### src/rtl/tpu_nxn.sv
// tpu_nxn: signed N x N matrix product C = A x W on a weight-stationary
// systolic grid, with optional accumulation into the previous result,
// output saturation to DATA_W and optional ReLU.
//
// Ports
//   clk        rising-edge clock
//   reset      asynchronous, active-high; clears all state
//   ui_in      serial operand byte (signed DATA_W)
//   fetch_w    write ui_in into the weight buffer (IDLE only, wins over fetch_inp)
//   fetch_inp  write ui_in into the input buffer (IDLE only)
//   start      begin a run (IDLE only); latches acc_mode and relu_en
//   acc_mode   1 = add this product to the previous result, 0 = fresh result
//   relu_en    1 = clamp negative output elements to 0
//   wire_out   result element, row-major, 0 when out_valid is low
//   out_valid  wire_out holds a valid element (N*N consecutive cycles)
//   busy       high through COMPUTE and OUTPUT
//   done       one-cycle pulse after the last element
module tpu_nxn #(
    parameter int N      = 2,
    parameter int DATA_W = 8,
    parameter int ACC_W  = 24
) (
    input  logic              clk,
    input  logic              reset,
    input  logic [DATA_W-1:0] ui_in,
    input  logic              fetch_w,
    input  logic              fetch_inp,
    input  logic              start,
    input  logic              acc_mode,
    input  logic              relu_en,
    output logic [DATA_W-1:0] wire_out,
    output logic              out_valid,
    output logic              busy,
    output logic              done
);

    localparam int NN     = N * N;
    localparam int PTR_W  = (NN > 1) ? $clog2(NN) : 1;
    localparam int CNT_W  = $clog2(3 * N);
    localparam int PROD_W = 2 * DATA_W;
    localparam int SUM_W  = ACC_W + 1;
    localparam logic [CNT_W-1:0] CNT_LAST = CNT_W'(3 * N - 2);
    localparam logic [PTR_W-1:0] PTR_LAST = PTR_W'(NN - 1);

    typedef enum logic [1:0] {
        S_IDLE,
        S_COMPUTE,
        S_OUTPUT,
        S_DONE
    } state_t;

    state_t state, state_nxt;

    logic [PTR_W-1:0] w_ptr;
    logic [PTR_W-1:0] i_ptr;
    logic [PTR_W-1:0] out_idx;
    logic [CNT_W-1:0] cnt;
    logic             acc_l;
    logic             relu_l;

    // Operand buffers and result accumulators, flat row-major.
    logic signed [DATA_W-1:0] w_buf [NN];
    logic signed [DATA_W-1:0] a_buf [NN];
    logic signed [ACC_W-1:0]  r_buf [NN];

    // Grid: activations move right along row k, partial sums move down column j.
    logic signed [DATA_W-1:0] feed    [N];
    logic signed [DATA_W-1:0] a_in    [N][N];
    logic signed [ACC_W-1:0]  s_in    [N][N];
    logic signed [PROD_W-1:0] prod    [N][N];
    logic signed [DATA_W-1:0] act_p1  [N][N];
    logic signed [ACC_W-1:0]  psum_p1 [N][N];

    function automatic logic [PTR_W-1:0] ptr_inc(input logic [PTR_W-1:0] p);
        ptr_inc = (p == PTR_LAST) ? '0 : p + PTR_W'(1);
    endfunction

    // Clamp a one-bit-wider sum back into the signed ACC_W range.
    function automatic logic signed [ACC_W-1:0] sat_acc(input logic signed [SUM_W-1:0] v);
        if (v[SUM_W-1] != v[SUM_W-2])
            sat_acc = v[SUM_W-1] ? {1'b1, {(ACC_W-1){1'b0}}} : {1'b0, {(ACC_W-1){1'b1}}};
        else
            sat_acc = v[ACC_W-1:0];
    endfunction

    // Clamp an accumulator value into the signed DATA_W range.
    function automatic logic signed [DATA_W-1:0] sat_out(input logic signed [ACC_W-1:0] v);
        logic [ACC_W-DATA_W:0] hi;
        hi = v[ACC_W-1:DATA_W-1];
        if ((&hi) || (~|hi))
            sat_out = v[DATA_W-1:0];
        else if (v[ACC_W-1])
            sat_out = {1'b1, {(DATA_W-1){1'b0}}};
        else
            sat_out = {1'b0, {(DATA_W-1){1'b1}}};
    endfunction

    function automatic logic signed [DATA_W-1:0] relu(input logic signed [DATA_W-1:0] v,
                                                      input logic en);
        relu = (en && v[DATA_W-1]) ? '0 : v;
    endfunction

    // ---------------- FSM state register ----------------
    always_ff @(posedge clk or posedge reset) begin
        if (reset)
            state <= S_IDLE;
        else
            state <= state_nxt;
    end

    // ---------------- FSM next state ----------------
    always_comb begin
        state_nxt = state;
        case (state)
            S_IDLE:    if (start) state_nxt = S_COMPUTE;
            S_COMPUTE: if (cnt == CNT_LAST) state_nxt = S_OUTPUT;
            S_OUTPUT:  if (out_idx == PTR_LAST) state_nxt = S_DONE;
            S_DONE:    state_nxt = S_IDLE;
            default:   state_nxt = S_IDLE;
        endcase
    end

    // ---------------- FSM outputs ----------------
    always_comb begin
        busy      = (state == S_COMPUTE) || (state == S_OUTPUT);
        done      = (state == S_DONE);
        out_valid = (state == S_OUTPUT);
        wire_out  = '0;
        if (state == S_OUTPUT)
            wire_out = relu(sat_out(r_buf[out_idx]), relu_l);
    end

    // Control: load pointers, phase counters and latched run modes.
    always_ff @(posedge clk or posedge reset) begin
        if (reset) begin
            w_ptr   <= '0;
            i_ptr   <= '0;
            cnt     <= '0;
            out_idx <= '0;
            acc_l   <= 1'b0;
            relu_l  <= 1'b0;
        end else begin
            case (state)
                S_IDLE: begin
                    if (fetch_w)
                        w_ptr <= ptr_inc(w_ptr);
                    else if (fetch_inp)
                        i_ptr <= ptr_inc(i_ptr);
                    if (start) begin
                        acc_l  <= acc_mode;
                        relu_l <= relu_en;
                    end
                    cnt     <= '0;
                    out_idx <= '0;
                end
                S_COMPUTE: cnt <= cnt + CNT_W'(1);
                S_OUTPUT: begin
                    out_idx <= out_idx + PTR_W'(1);
                    // Pointers restart on the way into DONE so the next load begins at [0][0].
                    if (out_idx == PTR_LAST) begin
                        w_ptr <= '0;
                        i_ptr <= '0;
                    end
                end
                default: ;
            endcase
        end
    end

    // Operand buffers; writes only while idle, weight write has priority.
    always_ff @(posedge clk or posedge reset) begin
        if (reset) begin
            for (int e = 0; e < NN; e++) begin
                w_buf[e] <= '0;
                a_buf[e] <= '0;
            end
        end else if (state == S_IDLE) begin
            if (fetch_w)
                w_buf[w_ptr] <= ui_in;
            else if (fetch_inp)
                a_buf[i_ptr] <= ui_in;
        end
    end

    // ---------------- stage p0: skewed feed and PE combinational ----------------
    // Row k receives A[i][k] in compute cycle i+k; zeros outside the window
    // flush the grid so it is all-zero again at the end of every run.
    always_comb begin
        for (int k = 0; k < N; k++) begin
            feed[k] = '0;
            for (int i = 0; i < N; i++)
                if ((state == S_COMPUTE) && (int'(cnt) == i + k))
                    feed[k] = a_buf[i * N + k];
        end
    end

    always_comb begin
        for (int k = 0; k < N; k++) begin
            for (int j = 0; j < N; j++) begin
                a_in[k][j] = (j == 0) ? feed[k] : act_p1[k][(j == 0) ? 0 : j - 1];
                s_in[k][j] = (k == 0) ? '0 : psum_p1[(k == 0) ? 0 : k - 1][j];
                prod[k][j] = PROD_W'(a_in[k][j]) * PROD_W'(w_buf[k * N + j]);
            end
        end
    end

    // ---------------- stage p1: PE registers ----------------
    always_ff @(posedge clk or posedge reset) begin
        if (reset) begin
            for (int k = 0; k < N; k++)
                for (int j = 0; j < N; j++) begin
                    act_p1[k][j]  <= '0;
                    psum_p1[k][j] <= '0;
                end
        end else begin
            for (int k = 0; k < N; k++)
                for (int j = 0; j < N; j++) begin
                    act_p1[k][j]  <= a_in[k][j];
                    psum_p1[k][j] <= s_in[k][j] + ACC_W'(prod[k][j]);
                end
        end
    end

    // ---------------- stage p2: result capture ----------------
    // Column j's bottom register holds C[i][j] in compute cycle i+N+j.
    always_ff @(posedge clk or posedge reset) begin
        if (reset) begin
            for (int e = 0; e < NN; e++)
                r_buf[e] <= '0;
        end else if (state == S_COMPUTE) begin
            for (int i = 0; i < N; i++)
                for (int j = 0; j < N; j++)
                    if (int'(cnt) == i + N + j)
                        r_buf[i * N + j] <= acc_l
                            ? sat_acc(SUM_W'(r_buf[i * N + j]) + SUM_W'(psum_p1[N-1][j]))
                            : psum_p1[N-1][j];
        end
    end

endmodule
### config.mk
export PLATFORM = sky130hd
export DESIGN_NAME = tpu_nxn
export DESIGN_NICKNAME = d
export VERILOG_FILES = /design/src/rtl/tpu_nxn.sv
export SDC_FILE = /design/constraint.sdc
export NUM_CORES = 2
export LEC_CHECK = 0
export CAP_MARGIN = 20
export CORE_MARGIN = 2
export CORE_UTILIZATION = 25
export CTS_CLUSTER_SIZE = 25
export DETAILED_ROUTE_END_ITERATION = 10
export PLACE_DENSITY = 0.48
export SLEW_MARGIN = 20
export SYNTH_ARGS = -nofsm -noshare
export SYNTH_HDL_FRONTEND = slang
export SYNTH_SLANG_ARGS = --single-unit
### constraint.sdc
create_clock -name clk -period 12 [get_ports clk]
set_input_delay 3.6 -clock clk [delete_from_list [all_inputs] [get_ports clk]]
set_output_delay 3.6 -clock clk [all_outputs]
set_load 0.02 [all_outputs]
==> results.md <==
* Status: finished clean
* Sequential area share after synthesis at 24.14%
* Unrepaired setup endpoints after global routing: false
* # DRC at 0
* GP Congestion at 0.8390
* CTS Hold Bufs at 0
* Leak Pwr at 13.59 nW
* Routed Antenna Nets at 0
* Post-Synthesis Cell Area at 26430 um2
* Slowest stage cell, crit path: dfrtp_1
* Period minus WS final at 7.627 ns
* FF-to-FF Start: state[1]$_DFFE_PP0P_
* Startpoint Class: flip-flop
* Max_cap viols at 0
* Slew headroom at 29.25%
* Layout area overhead at 11.04%
* Antenna diodes at 0
* Post-synth top flop: dfrtp_1
* Post-synth EDFFs at 0
* Worst R2R End: psum_p1[39]$_DFF_PP0_
* Syn nets at 3310
* Critical path endpoint category: output port
* Final net count at 3309
* CTS tree: built
* WP data required at 8.40 ns
* Avg Synthesized Cell Area at 9.512 um2
* Post_cts resized at 0
* Yosys cell types at 85
* Hold Vio Cnt, Final at 0
* Htree depth at 1
* Global-route wire length before repair at 113.9 mm
* Area contributors post-synth: dfrtp_1 (24%), fa_1 (20%), ha_1 (12%)
* Pwr/cell area at 304.4 nW/um2
* Drt first pass iters at 7
* CTS clk-pin slew, worst paths at 0.06 ns
* Met2 usage at 20.35%
* Pin count of the biggest net entering global routing at 158
* Row count at 119
* Starting density of the core at 25.15%
* Tcrit/Tclk final at 63.56%
* Via/cell ratio at 4.672
* M1 GR Usage at 19.31%
* Clk root buf: clkbuf_16
* Initial DRC Count at 1240
* # fillers at 11165
* CP most frequent cell: nor2_1
* Vias in the first global route at 19785
* Met3 Use GR at 1.981%
* GRT Total Usage at 13.17%
* Hold WS at 0.4860 ns
* WL/cell at 16.86 um
* Top Usage Layer GRT: met2
* Tot Pwr at 0.008935 W
* Core outline area at 105100 um2
* TNS Setup at 0 ns
* Die Y-Extent at 329.2 um
* Synth top area share at 24.14%
* Max VDD drop at 142.2 uV
* DIE AREA at 108400 um2
* CTS buffer count at 31
* Count of input and output buffers at 25
* Setup Skew at 0.05107 ns
* Synth Instances at 2779
* Slew at the pin closest to its max-slew limit at 1.061 ns
* FF+latch count, synth at 255
* Critical Path AT at 4.03 ns
* Initial antenna violation count at 5
* HP Class: reg2reg
* Min-Delay Endpoint: psum_p1[24]$_DFF_PP0_
* Kind of critical path: reg2out
* R2r worst-path depth at 21
* Detailed Route WL at 70.72 mm
* Gr ovfl total at 0
* Min-Delay Path Depth at 1
* Setup bufs post-CTS at 0
* Clock latency on the worst-skew pair at 0.63 ns
* Final Slew Violations at 0
* Highest clock rate at 0.1311 GHz
* Yosys Warn Count at 0
* Critical path peak fanout at 26
* Hold_sp: psum_p1[72]$_DFF_PP0_
* Final setup viols at 0
* Critical path, cell by cell: mux4_2 > nor4_1 > nand4_1 > nor2_1 > a21oi_1 > o21ai_0 > nand2_1 > nor2_1 > clkdlybuf4s50_1
* Ys async rst share at 100.0%
* I/O pins at 26
* Share of cells above drive strength 1 at 7.135%
* Via count at 19596
* Clk buf depth at 3
* Hpwl dp at 55.63 mm
* R2r setup slk at 5.32 ns
* Clock sink count at 255
* CP max stage delay at 1.05 ns
* Synth area leader: dfrtp_1
* DIE WIDTH at 329.2 um
## how the worst max path moves through the flow
stage	from	to	slack, ns	cells after the start
floorplan	reset	a_buf[0]$_DFFE_PP0P_	1.39	1
global placement	out_idx[1]$_DFFE_PP0P_	wire_out[1]	5.08	9
detailed placement	out_idx[1]$_DFFE_PP0P_	wire_out[4]	5.08	9
CTS	out_idx[1]$_DFFE_PP0P_	wire_out[4]	4.38	9
global route	out_idx[1]$_DFFE_PP0P_	wire_out[2]	4.13	9
finish	out_idx[1]$_DFFE_PP0P_	wire_out[4]	4.37	9
## cell families (layout without fill, tap and decap cells)
group / Yosys count / count (layout) / synth area share, %
AOI/OAI and AO/OA: 542 / 542 / 13.69
and+or+nand+nor: 806 / 806 / 14.60
muxes: 100 / 100 / 5.263
adders and majority gates: 518 / 518 / 32.05
buffers and inverters: 438 / 462 / 6.276
xor gates and xnor gates: 120 / 120 / 3.976
DFF: 255 / 255 / 24.14
## area by class of cell
class	count	area, um2	area share (%)
Timing Repair Buffer	41	382.9	1.304
Inverter	363	1370	4.668
Clock buffer	37	838.3	2.856
Multi-Input combinational cell	2086	18410	62.72
Sequential cell	255	6381	21.74
Clock inverter	21	230.2	0.7843
Tap cell	1391	1740	5.929
## synth_stat cells, types with 60 or more instances
cell type,number
dfrtp_1,255
inv_1,362
xnor2_1,95
clkbuf_1,60
mux2_2,69
o21ai_0,93
fa_1,266
a31oi_1,65
nor2_1,203
a21oi_1,120
and2_1,137
nand2_1,260
ha_1,250
## layout by cell type, fill, tap and decap left out, drive strengths merged, types with 15 or more instances in the layout
cell and instances:
o211ai 20, nand3 40, nor3 22, a21oi 121, and3 17, and2 138, clkdlybuf4s50 25, nor2b 18
inv 365, a211oi 15, a21o 45, nor2 204, nand2 260, mux2 69, o21a 21, o21ai 95
nand2b 42, o22ai 17, xnor2 95, dfrtp 255, buf 16, clkbuf 37, xor2 25, fa 266
a31oi 65, mux4 24, ha 250
## flip-flops by register name (all words and copies together), names as in the netlist, 3 cells and up
| name | cells |
|---|---|
| r_buf | 96 |
| w_buf | 32 |
| a_buf | 32 |
| psum_p1 | 66 |
| cnt | 3 |
| a_in | 16 |
## critical path, delay by kind of cell, from the launching register on
kind | cells | cell delay, ns
flip-flops | 1 | 1.05
AND/OR/NAND/NOR | 5 | 0.94
buffers and inverters | 1 | 0.61
multiplexers | 1 | 0.43
AO/OA/AOI/OAI | 2 | 0.36
## report_power, final
group	switching, W	internal, W
Clock	0.000424	0.000586
Combinational	0.00345	0.00264
Sequential	0.000565	0.00127
## per-stage QoR
step	cells	worst slack, ns	utilization [%]	cell area, um2
3_5_place_dp	4136	5.077	26.91	28280
3_3_place_gp	4136	5.080	26.90	28280
6_report	4194	4.373	27.92	29350
4_1_cts	4194	4.381	27.92	29350
5_1_grt	4194	4.129	27.92	29350
2_1_floorplan	2779	1.387	-	26430
## per-layer routing
layer,share of wire (%),vias to the layer above
met2,43,357
met3,4.1,85
li1,-,9399
met5,0.059,-
met1,50,9749
met4,2.4,6
Note: power is estimated with default switching activity, not from simulation.
